### src/rtl/demux4_frame_assembler.sv
// Steers a stream of B-bit words into four lane registers and offers the completed frame downstream.
// The frame is valid the cycle after the 4th accept; in HOLD the input stalls until out_ready takes the frame.
module demux4_frame_assembler #(
  parameter int B = 64
) (
  input  logic                clk,
  input  logic                reset,
  input  logic [B-1:0]        in_data,
  input  logic                in_valid,
  input  logic                in_first,
  output logic                in_ready,
  output logic [3:0][B-1:0]   out_frame,
  output logic                out_valid,
  input  logic                out_ready,
  output logic [7:0]          drop_count
);

  typedef enum logic {FILL, HOLD} state_t;

  state_t     state;
  logic [1:0] idx;

  // Held low while reset is asserted so nothing upstream mistakes a reset cycle for an accept.
  assign in_ready = (state == FILL) && !reset;

  always_ff @(posedge clk) begin
    if (reset) begin
      state      <= FILL;
      idx        <= 2'd0;
      out_frame  <= '0;
      out_valid  <= 1'b0;
      drop_count <= 8'd0;
    end else begin
      case (state)
        FILL: begin
          if (in_valid) begin
            if (in_first && idx != 2'd0) begin
              // Resync: lanes 1..3 keep stale data; they are rewritten before the frame completes.
              out_frame[0] <= in_data;
              idx          <= 2'd1;
              if (drop_count != 8'hFF)
                drop_count <= drop_count + 8'd1;
            end else begin
              out_frame[idx] <= in_data;
              idx            <= idx + 2'd1;
              if (idx == 2'd3) begin
                state     <= HOLD;
                out_valid <= 1'b1;
              end
            end
          end
        end
        HOLD: begin
          if (out_ready) begin
            state     <= FILL;
            out_valid <= 1'b0;
          end
        end
        default: begin
          state     <= FILL;
          out_valid <= 1'b0;
        end
      endcase
    end
  end

endmodule

### config.mk
export PLATFORM = sky130hd
export DESIGN_NAME = demux4_frame_assembler
export DESIGN_NICKNAME = d
export VERILOG_FILES = /design/src/rtl/demux4_frame_assembler.sv
export SDC_FILE = /design/constraint.sdc
export NUM_CORES = 1
export LEC_CHECK = 0
export BUFFER_PORTS_ARGS = -buffer_cell sky130_fd_sc_hd__clkbuf_2
export CELL_PAD_IN_SITES_DETAIL_PLACEMENT = 0
export CELL_PAD_IN_SITES_GLOBAL_PLACEMENT = 1
export CORE_ASPECT_RATIO = 1.2
export CORE_MARGIN = 2
export CORE_UTILIZATION = 35
export CTS_CLUSTER_DIAMETER = 200
export DETAILED_ROUTE_END_ITERATION = 7
export PLACE_DENSITY = 0.83
export SLEW_MARGIN = 10
export SYNTH_ARGS = -nofsm -noshare
export SYNTH_HDL_FRONTEND = slang
export SYNTH_SLANG_ARGS = --single-unit
### constraint.sdc
create_clock -name clk -period 2.2 [get_ports clk]
set_input_delay 0.66 -clock clk [delete_from_list [all_inputs] [get_ports clk]]
set_output_delay 0.66 -clock clk [all_outputs]
set_load 0.02 [all_outputs]
======== Word level (Yosys, flattened, before mapping) ========
Index checks and enable logic that the tools add are counted.
storage, ports and cells
  output and inout port bits .............. 266
  latch bits .............................. 0
  logic and storage cells ................. 44
  memories kept ........................... 0
  RAM bits ................................ 0
  register bits ........................... 268
  ROM bits ................................ 0
cells by class
  div/mod/pow operators ................... 0
  reduce and logical (&&, ||, !) cells .... 9
  mux-type cells .......................... 15
  $lt $le $gt $ge ......................... 2
  equality and inequality tests ........... 6
  add/subtract/negate cells ............... 2
  bitwise logic cells ..................... 2
  shift-type cells ........................ 0
  $mul .................................... 0
operators by type and width
  kind                   count
  $bwmux W256            1
  $demux W64 S2          1
  $mux W64               2
  $add A8 B1 Y8 const B  1
  $mux W1                8
  $ne A8 B8 Y1 const B   1
  $reduce_and A4 Y1      2
  $ne A2 B2 Y1 const B   3
  $pmux W1 S2            2
  $logic_and A1 B1 Y1    3
  $lt A2 B3 Y1 const B   1
  $reduce_and A3 Y1      1
  $add A2 B1 Y2 const B  1
  $eq A2 B2 Y1 const B   1
  $ge A2 B1 Y1 const B   1
  $mux W2                1
  $ne A2 B1 Y1 const B   1
  $not A1 Y1             2
  $reduce_and A2 Y1      1
  $reduce_bool A2 Y1     1
  $logic_not A1 Y1       1

======== Depth between registers and ports, before layout ========
Gate-level depths: netlist (run 1).
  depth after elaboration ................. 6
  depth in mapped cells ................... 9

======== Worst setup path after synthesis (run 1) ========
OpenSTA, ideal clock, no wires.
  path kind ............................... input port to output port
  from .................................... input reset
  to ...................................... output in_ready
  setup slack ............................. 0.243 ns
  path buffers ............................ 2
  stages .................................. 3
  arrival time ............................ 1.297 ns
  cells stage by stage .................... buf_2 -> clkbuf_1 -> nor2_1
on the way
  longest elaborated chain between the ends .. 2
ends and longest elaborated chain
  element              line  text
  start: declaration   7     input logic reset,
  $logic_not A1 Y1     24    assign in_ready = (state == FILL) && !reset;
  $logic_and A1 B1 Y1  24
  end: declaration     11    output logic in_ready,
Every way passes these cells.

======== Final worst setup path (run 1) ========
  from .................................... register idx[0]
  to ...................................... register drop_count[7]
on the way
  longest elaborated chain between the ends .. 3
ends and longest elaborated chain
  element                             line  text
  start: declaration                  21    logic [1:0] idx;
  start signal: assignment            45    idx <= idx + 2'd1;
  $reduce_bool A2 Y1                  37    if (in_first && idx != 2'd0) begin
  $logic_and A1 B1 Y1                 37
  $reduce_and A4 Y1 (no source line)  n/a
  end signal: assignment              42    drop_count <= drop_count + 8'd1;
  end: declaration                    15    output logic [7:0] drop_count
Every way passes these cells.
A chain may end at the register's enable or synchronous reset.

==> results of run 1 <==
[worst min-delay path: cells and delay by family]
family / cells / cell delay (ns)
buf+inv: 1 / 0.11
simple gates: 1 / 0.06
compound gates: 1 / 0.05
[cell usage in the layout (no fill, tap or decap), types with 2 or more instances in the layout]
cell type,n
clkbuf_2,333
ha_1,5
nand3_2,3
buf_4,8
and2_1,2
and3_2,3
dfxtp_1,268
nand2_1,515
xor2_1,6
a21oi_1,259
and3_1,2
clkbuf_1,9
clkinv_2,3
nand2b_1,3
o2111ai_1,2
nor2_1,11
inv_1,2
buf_12,15
o211ai_1,3
clkbuf_16,27
clkbuf_8,8
[routing by layer]
| metal | share of wire | wire (um) | global-route usage |
|---|---|---|---|
| met2 | 0.50 | 14800 | 0.351 |
| met1 | 0.41 | 12100 | 0.234 |
| met3 | 0.062 | 1830 | 0.0414 |
| met5 | 0 | 0 | 0 |
| met4 | 0.031 | 930 | 0.0719 |
[cells in the mapped netlist, types with 2 or more instances]
library cell  count
a21oi_1         259
dfxtp_1         268
ha_1              5
buf_1             2
nand3_2           3
buf_4            19
o2111ai_1         2
buf_2            21
inv_1             2
nand2_1         515
nor2_1           11
clkbuf_1         31
and3_1            5
and2_1            2
o211ai_1          3
buf_6            12
nand2b_1          3
xor2_1            6
[through the flow]
stage          hold WS [ns]  area (um^2)  setup slack, ns  utilization  cells
6_report              0.400        12300            0.250        0.456   1839
5_1_grt               0.396        12300           0.0937        0.456   1839
4_1_cts               0.371        12300            0.247        0.456   1839
3_5_place_dp          0.445        11500            0.140        0.426   1793
3_3_place_gp          0.441        11500            0.206        0.426   1793
2_1_floorplan         0.478         9500            0.243            -   1181
[logic make-up after synthesis]
kind of cell    after synthesis
simple gates                545
buf+inv                      87
flops                       268
fa+ha+maj                     5
mux                           2
compound gates              268
xor+xnor                      6
[final cells by class]
type / count / area, um^2
flip-flops and latches: 268 / 5370
clock inverters: 3 / 15.0
fillers: 2742 / 14600
repair buffers: 357 / 2040
inverters: 2 / 7.51
multi-input cells: 826 / 3630
well taps: 340 / 425
clock buffers: 43 / 806
[state kept, by name, summed over array words and instances (netlist names)]
name	count
out_valid	1
idx	2
out_frame	256
drop_count	8
state	1
[worst min-delay path by stage]
stage / endpoint / slack (ns)
finish: out_frame[198] / 0.40
global route: out_frame[236] / 0.40
CTS: out_frame[197] / 0.37
detailed placement: out_frame[177] / 0.45
global placement: out_frame[136] / 0.44
floorplan: idx[1] / 0.48
[power breakdown]
group / internal (mW) / switching, mW / leakage [nW]
Clock: 2.48 / 1.83 / 0.405
Combinational: 0.322 / 0.715 / 2.55
Sequential: 5.01 / 0.0830 / 2.17
Total: 7.82 / 2.63 / 5.13
==> out/summary.txt, run 1 <==
Overall track demand over capacity in global routing - 0.197
Resize count post-CTS - 0
Complex-gate fraction of the synthesized area - 0.144
Per-instance average area after synthesis - 8.04 um^2
Maximum level of the CTS H-tree - 1
Die Span X - 154 um
Maximum clock frequency - 513 MHz
CTS Root Buffer Type - clkbuf_16
Setup crit start - idx[0]
Post-Synthesis Net Count - 1255
Number of storage elements in the synthesis netlist - 268
Starting utilization of the core area - 0.353
Global route overflow - 0
Cell count of the worst reg-to-reg path - 6
Power Dens Cells - 850 nW/um^2
Final layout net count - 1556
Tightest Pin Transition - 0.488 ns
Worst Path Required - 2.61 ns
Total number of vias - 8847
Clock Sinks - 268
Final WL - 29700 um
Endpoint kind of the worst setup timing path - register
RSZ-0062 raised after global routing - false
Number of cell rows - 66
Sequential area share after synthesis - 0.565
Startpoint type of the worst setup path - register
Last element of the critical path - drop_count[7]
Final hold viol count - 0
Core box area - 26900 um^2
Share of cells above drive strength 1 - 0.270
Worst path cell trace - inv_1, ha_1, and4bb_2, o211ai_1, nor2_1, mux2_2
Number of search-and-repair iterations in the first detailed-routing pass - 4
CTS max path bufs - 3
Biggest cell delay along the critical path - 0.43 ns
Die height - 184 um
Main synth FF type - dfxtp_1
Leading post-synthesis cells by cell area - dfxtp_1 (57%), nand2_1 (20%), a21oi_1 (14%)
Netlist cell types - 30
Antenna violations before repair - 0
Count of final max-slew check failures - 0
Share of Yosys cell area claimed by the top area cell type - 0.565
Start-to-end type of the worst setup path - register to register
Largest area contributor in the synthesized netlist - dfxtp_1
P&R area growth vs syn - 29.4%
Die outline area - 28500 um^2
Total power of the final layout - 10.4 mW
Clk pin slew, worst setup/hold paths - 0.06 ns
Synthesized-area fraction occupied by and/or/nand/nor cells - 0.223
MaxCap Viol Count - 0
Number of primary I/O pins - 335
Number of setup buffers added after CTS - 0
Peak supply drop - 0.499 mV
CP max-delay cell - and4bb_2
Clock latency on the worst-skew pair - 0.53 ns
Hold crit path type - input pin to register
Static Leakage - 5.13 nW
Hold-fix buffer count after cts - 0
Clock tree skew after final layout - 0.0114 ns
Headroom to the max-slew limit - 0.673
Residual DRC count - 0
Number of instances in the synthesized netlist - 1181
CTS tree - built
Iteration-0 DRC count of the detailed router - 513
Capturing point of the worst reg2reg path - drop_count[7]
RePlAce Congestion - 0.778
CP arrival - 2.36 ns
HPWL Detailed - 20300 um
Post-synthesis instance area - 9500 um^2
Share of cell area taken by muxes after synthesis - 0.00224
Post-synth EDFFs - 0
CP Max Fanout - 6
Async S/R FF share, synth - 0
Maximum number of pins on one net before global-route repair - 88
Vias per cell - 4.81
Detailed-route wire length per cell - 16.2 um
Setup violators final - 0
Source of the worst register-to-register timing path - idx[0]
Port buffer count - 334
Post-layout min period - 1.95 ns
Worst reg2reg setup slack - 0.25 ns
Number of buffers created by CTS - 27
First-pass GRT wire length - 45100 um
Fraction of the cycle the final worst path needs - 0.886
Number of global-route vias before repair - 8072
Number of warning messages in the yosys log - 0
Diode count - 0
Xor-xnor portion of the synthesized cell area - 0.00553
Main combinational cell family by area after synthesis - simple AND/OR/NAND/NOR gates
Number of antenna-violating nets in the routed design - 0
Instance count along the most critical hold path - 3
Outcome - complete, no violations
Logic depth of the worst setup path including buffers - 6
Family with the most delay on the worst path - simple AND/OR/NAND/NOR gates
Buffer and inverter count on the worst path - 1
Worst Min Path Start - in_data[6]
Total Neg Setup Slack - 0 ns
Post-Synth Adder-Cell Area - 0.00659
Power figures use the tool's default switching activity.
==> run 2, diff against run 1 <==
Settings changed: ABC_AREA from default to 1, CORE_UTILIZATION 35 to 36, PLACE_DENSITY 0.83 to 0.84.
==> run 2 against run 1 <==
Net effect: maximum frequency grew 5.0%; sequential share of layout area is 1.3 points lower; critical path depth is 4 lower; largest power group unchanged; non-clock buffer count grew 5; final cell count is 2.3% higher; via count up 7.4%; total power increased by 6.0%; register-to-register slack gained 0.14 ns; combinational power grew 26%; global-route usage increased by 2.0 points.
==> out/summary.txt, run 2 <==
Outcome - complete, no violations
Clk pin slew, worst setup/hold paths - 0.06 ns
Static Leakage - 5.30 nW
Headroom to the max-slew limit - 0.438
MaxCap Viol Count - 0
Final WL - 32200 um
Number of storage elements in the synthesis netlist - 268
Clock Sinks - 268
Maximum clock frequency - 538 MHz
First-pass GRT wire length - 50300 um
Fin Hold WS - 0.399 ns
Iteration-0 DRC count of the detailed router - 533
CP Max Fanout - 3
Post-Synthesis Net Count - 1304
Final layout net count - 1593
CP arrival - 1.20 ns
CTS max path bufs - 3
Final instance area - 12700 um^2
Number of primary I/O pins - 335
Antenna violations before repair - 1
Endpoint kind of the worst setup timing path - primary output
Netlist cell types - 22
Setup violators final - 0
Overall track demand over capacity in global routing - 0.217
Clock latency on the worst-skew pair - 0.54 ns
Starting utilization of the core area - 0.364
Cell types with the highest counts after synthesis - dfxtp_1 (268), nand2_1 (213), a21oi_1 (201), nand3_1 (199), nor2_1 (144)
Combined area of the multi-input logic cells - 3850 um^2
Most frequent standard cell in the layout excluding fill and tap cells - clkbuf_2
Final cell count without fillers - 1881
Share of Yosys cell area claimed by the top area cell type - 0.547
HPWL Detailed - 21400 um
Per-instance average area after synthesis - 7.98 um^2
Hold-fix buffer count after cts - 0
Number of flip-flops under the largest register name - 256
Utilization after layout - 0.470
Number of instances in the synthesized netlist - 1230
Cells after DPL - 1829
Reg with most FFs - out_frame
CP max-delay cell - dfxtp_1
Largest area contributor in the synthesized netlist - dfxtp_1
Number of cell rows - 66
Hold crit path type - input pin to register
Detailed-route wire length per cell - 17.1 um
Placed cell area - 11700 um^2
Final hold viol count - 0
Biggest cell delay along the critical path - 0.35 ns
Number of antenna-violating nets in the routed design - 0
Share of cells above drive strength 1 - 0.273
Number of setup buffers added after CTS - 0
Total Neg Setup Slack - 0 ns
Worst path cell trace - nor2_1, clkbuf_2
Clock tree skew after final layout - 0.00894 ns
Highest-count cells in the layout ignoring fill and taps - clkbuf_2 (333), dfxtp_1 (268), nand2_1 (212)
Count of filler cells inserted in the layout - 2759
Maximum level of the CTS H-tree - 1
Number of warning messages in the yosys log - 0
Die height - 185 um
Maximum number of pins on one net before global-route repair - 120
Largest registers ranked by flip-flop count - out_frame (256), drop_count (8), idx (2)
Post-synthesis instance area - 9810 um^2
Main synth FF type - dfxtp_1
Port buffer count - 334
Core box area - 26900 um^2
Number of buffers created by CTS - 28
Peak supply drop - 0.509 mV
Start-to-end type of the worst setup path - register to primary output
Post-synth EDFFs - 0
Resize count post-CTS - 0
RSZ-0062 raised after global routing - false
Fraction of the cycle the final worst path needs - 0.844
Sequential area share after synthesis - 0.547
Total number of vias - 9503
Flip-flop and latch area - 5370 um^2
Vias per cell - 5.05
CTS Root Buffer Type - clkbuf_16
RePlAce Congestion - 0.789
Count of final max-slew check failures - 0
Number of search-and-repair iterations in the first detailed-routing pass - 5
Power Dens Cells - 875 nW/um^2
Global route overflow - 0
Worst Path Required - 1.54 ns
Residual DRC count - 0
Most frequently used cell type in the post-synthesis netlist - dfxtp_1
CTS tree - built
Post-layout min period - 1.86 ns
Leading post-synthesis cells by cell area - dfxtp_1 (55%), a21oi_1 (10%), nand3_1 (10%)
Die outline area - 28600 um^2
P&R area growth vs syn - 29.0%
Startpoint type of the worst setup path - register
Die Span X - 155 um
Async S/R FF share, synth - 0
Number of global-route vias before repair - 9125
Tightest Pin Transition - 0.843 ns
run 2: changes by cell type in the layout (fill, tap and decap cells not counted), sizes merged, moves of 5 or more:
| cell | before | now |
|---|---|---|
| buf | 23 | 29 |
| inv | 2 | 18 |
| nand3 | 4 | 199 |
| a21oi | 259 | 202 |
| nand2 | 515 | 216 |
| o21ai | 2 | 70 |
| xor2 | 6 | 0 |
| and3 | 5 | 0 |
| nor2 | 11 | 146 |
run 2: worst paths after layout:
path                        from  slack, ns             end  cells past startpoint
setup / recovery           state       0.34        in_ready                      2
hold / removal         out_ready       0.40           state                      4
hold reg to reg   out_frame[253]       0.46  out_frame[253]                      2
setup reg to reg          idx[0]       0.39  out_frame[234]                      8
run 2: cell type report:
class / count / share of cell area
Inverter: 18 / 0.00534
Tap cell: 340 / 0.0336
Antenna cell: 1 / 0.000198
Sequential cell: 268 / 0.424
Multi-Input combinational cell: 841 / 0.304
Clock buffer: 45 / 0.0692
Clock inverter: 6 / 0.00257
Timing Repair Buffer: 362 / 0.161
run 2: metal layers:
metal / GRT usage / routed length (um) / vias to the layer above / part of all wire
li1: - / - / 4677 / -
met1: 0.269 / 13600 / 4486 / 0.42
met2: 0.373 / 15400 / 289 / 0.48
met3: 0.0564 / 2360 / 51 / 0.073
met4: 0.0633 / 858 / 0 / 0.027
met5: 0 / 0 / - / 0
run 2: power by group:
part	switching [mW]	leakage, nW	internal (mW)
clock	1.92	0.450	2.71
combinational	0.921	2.67	0.385
sequential	0.0984	2.18	5.04
total	2.94	5.30	8.14
run 2: per-stage QoR:
stage | worst slack [ns] | power, mW
after floorplan | 0.252 | 6.03
after global placement | 0.309 | 6.55
after detailed placement | 0.270 | 6.56
after CTS | 0.306 | 11.2
after global routing | 0.175 | 11.5
final | 0.343 | 11.1
run 2: kinds of logic after synthesis:
| kind of cell | synth area share |
|---|---|
| buffers and inverters | 0.0625 |
| AND/OR/NAND/NOR | 0.245 |
| flip-flops | 0.547 |
| AO/OA/AOI/OAI | 0.139 |
| adder cells (fa/ha/maj) | 0.00638 |
run 2: worst max-delay path, delay by kind of cell, from the launching register on:
kind / cells / cell delay, ns
flip-flops: 1 / 0.35
buffers and inverters: 1 / 0.19
AND/OR/NAND/NOR: 1 / 0.13
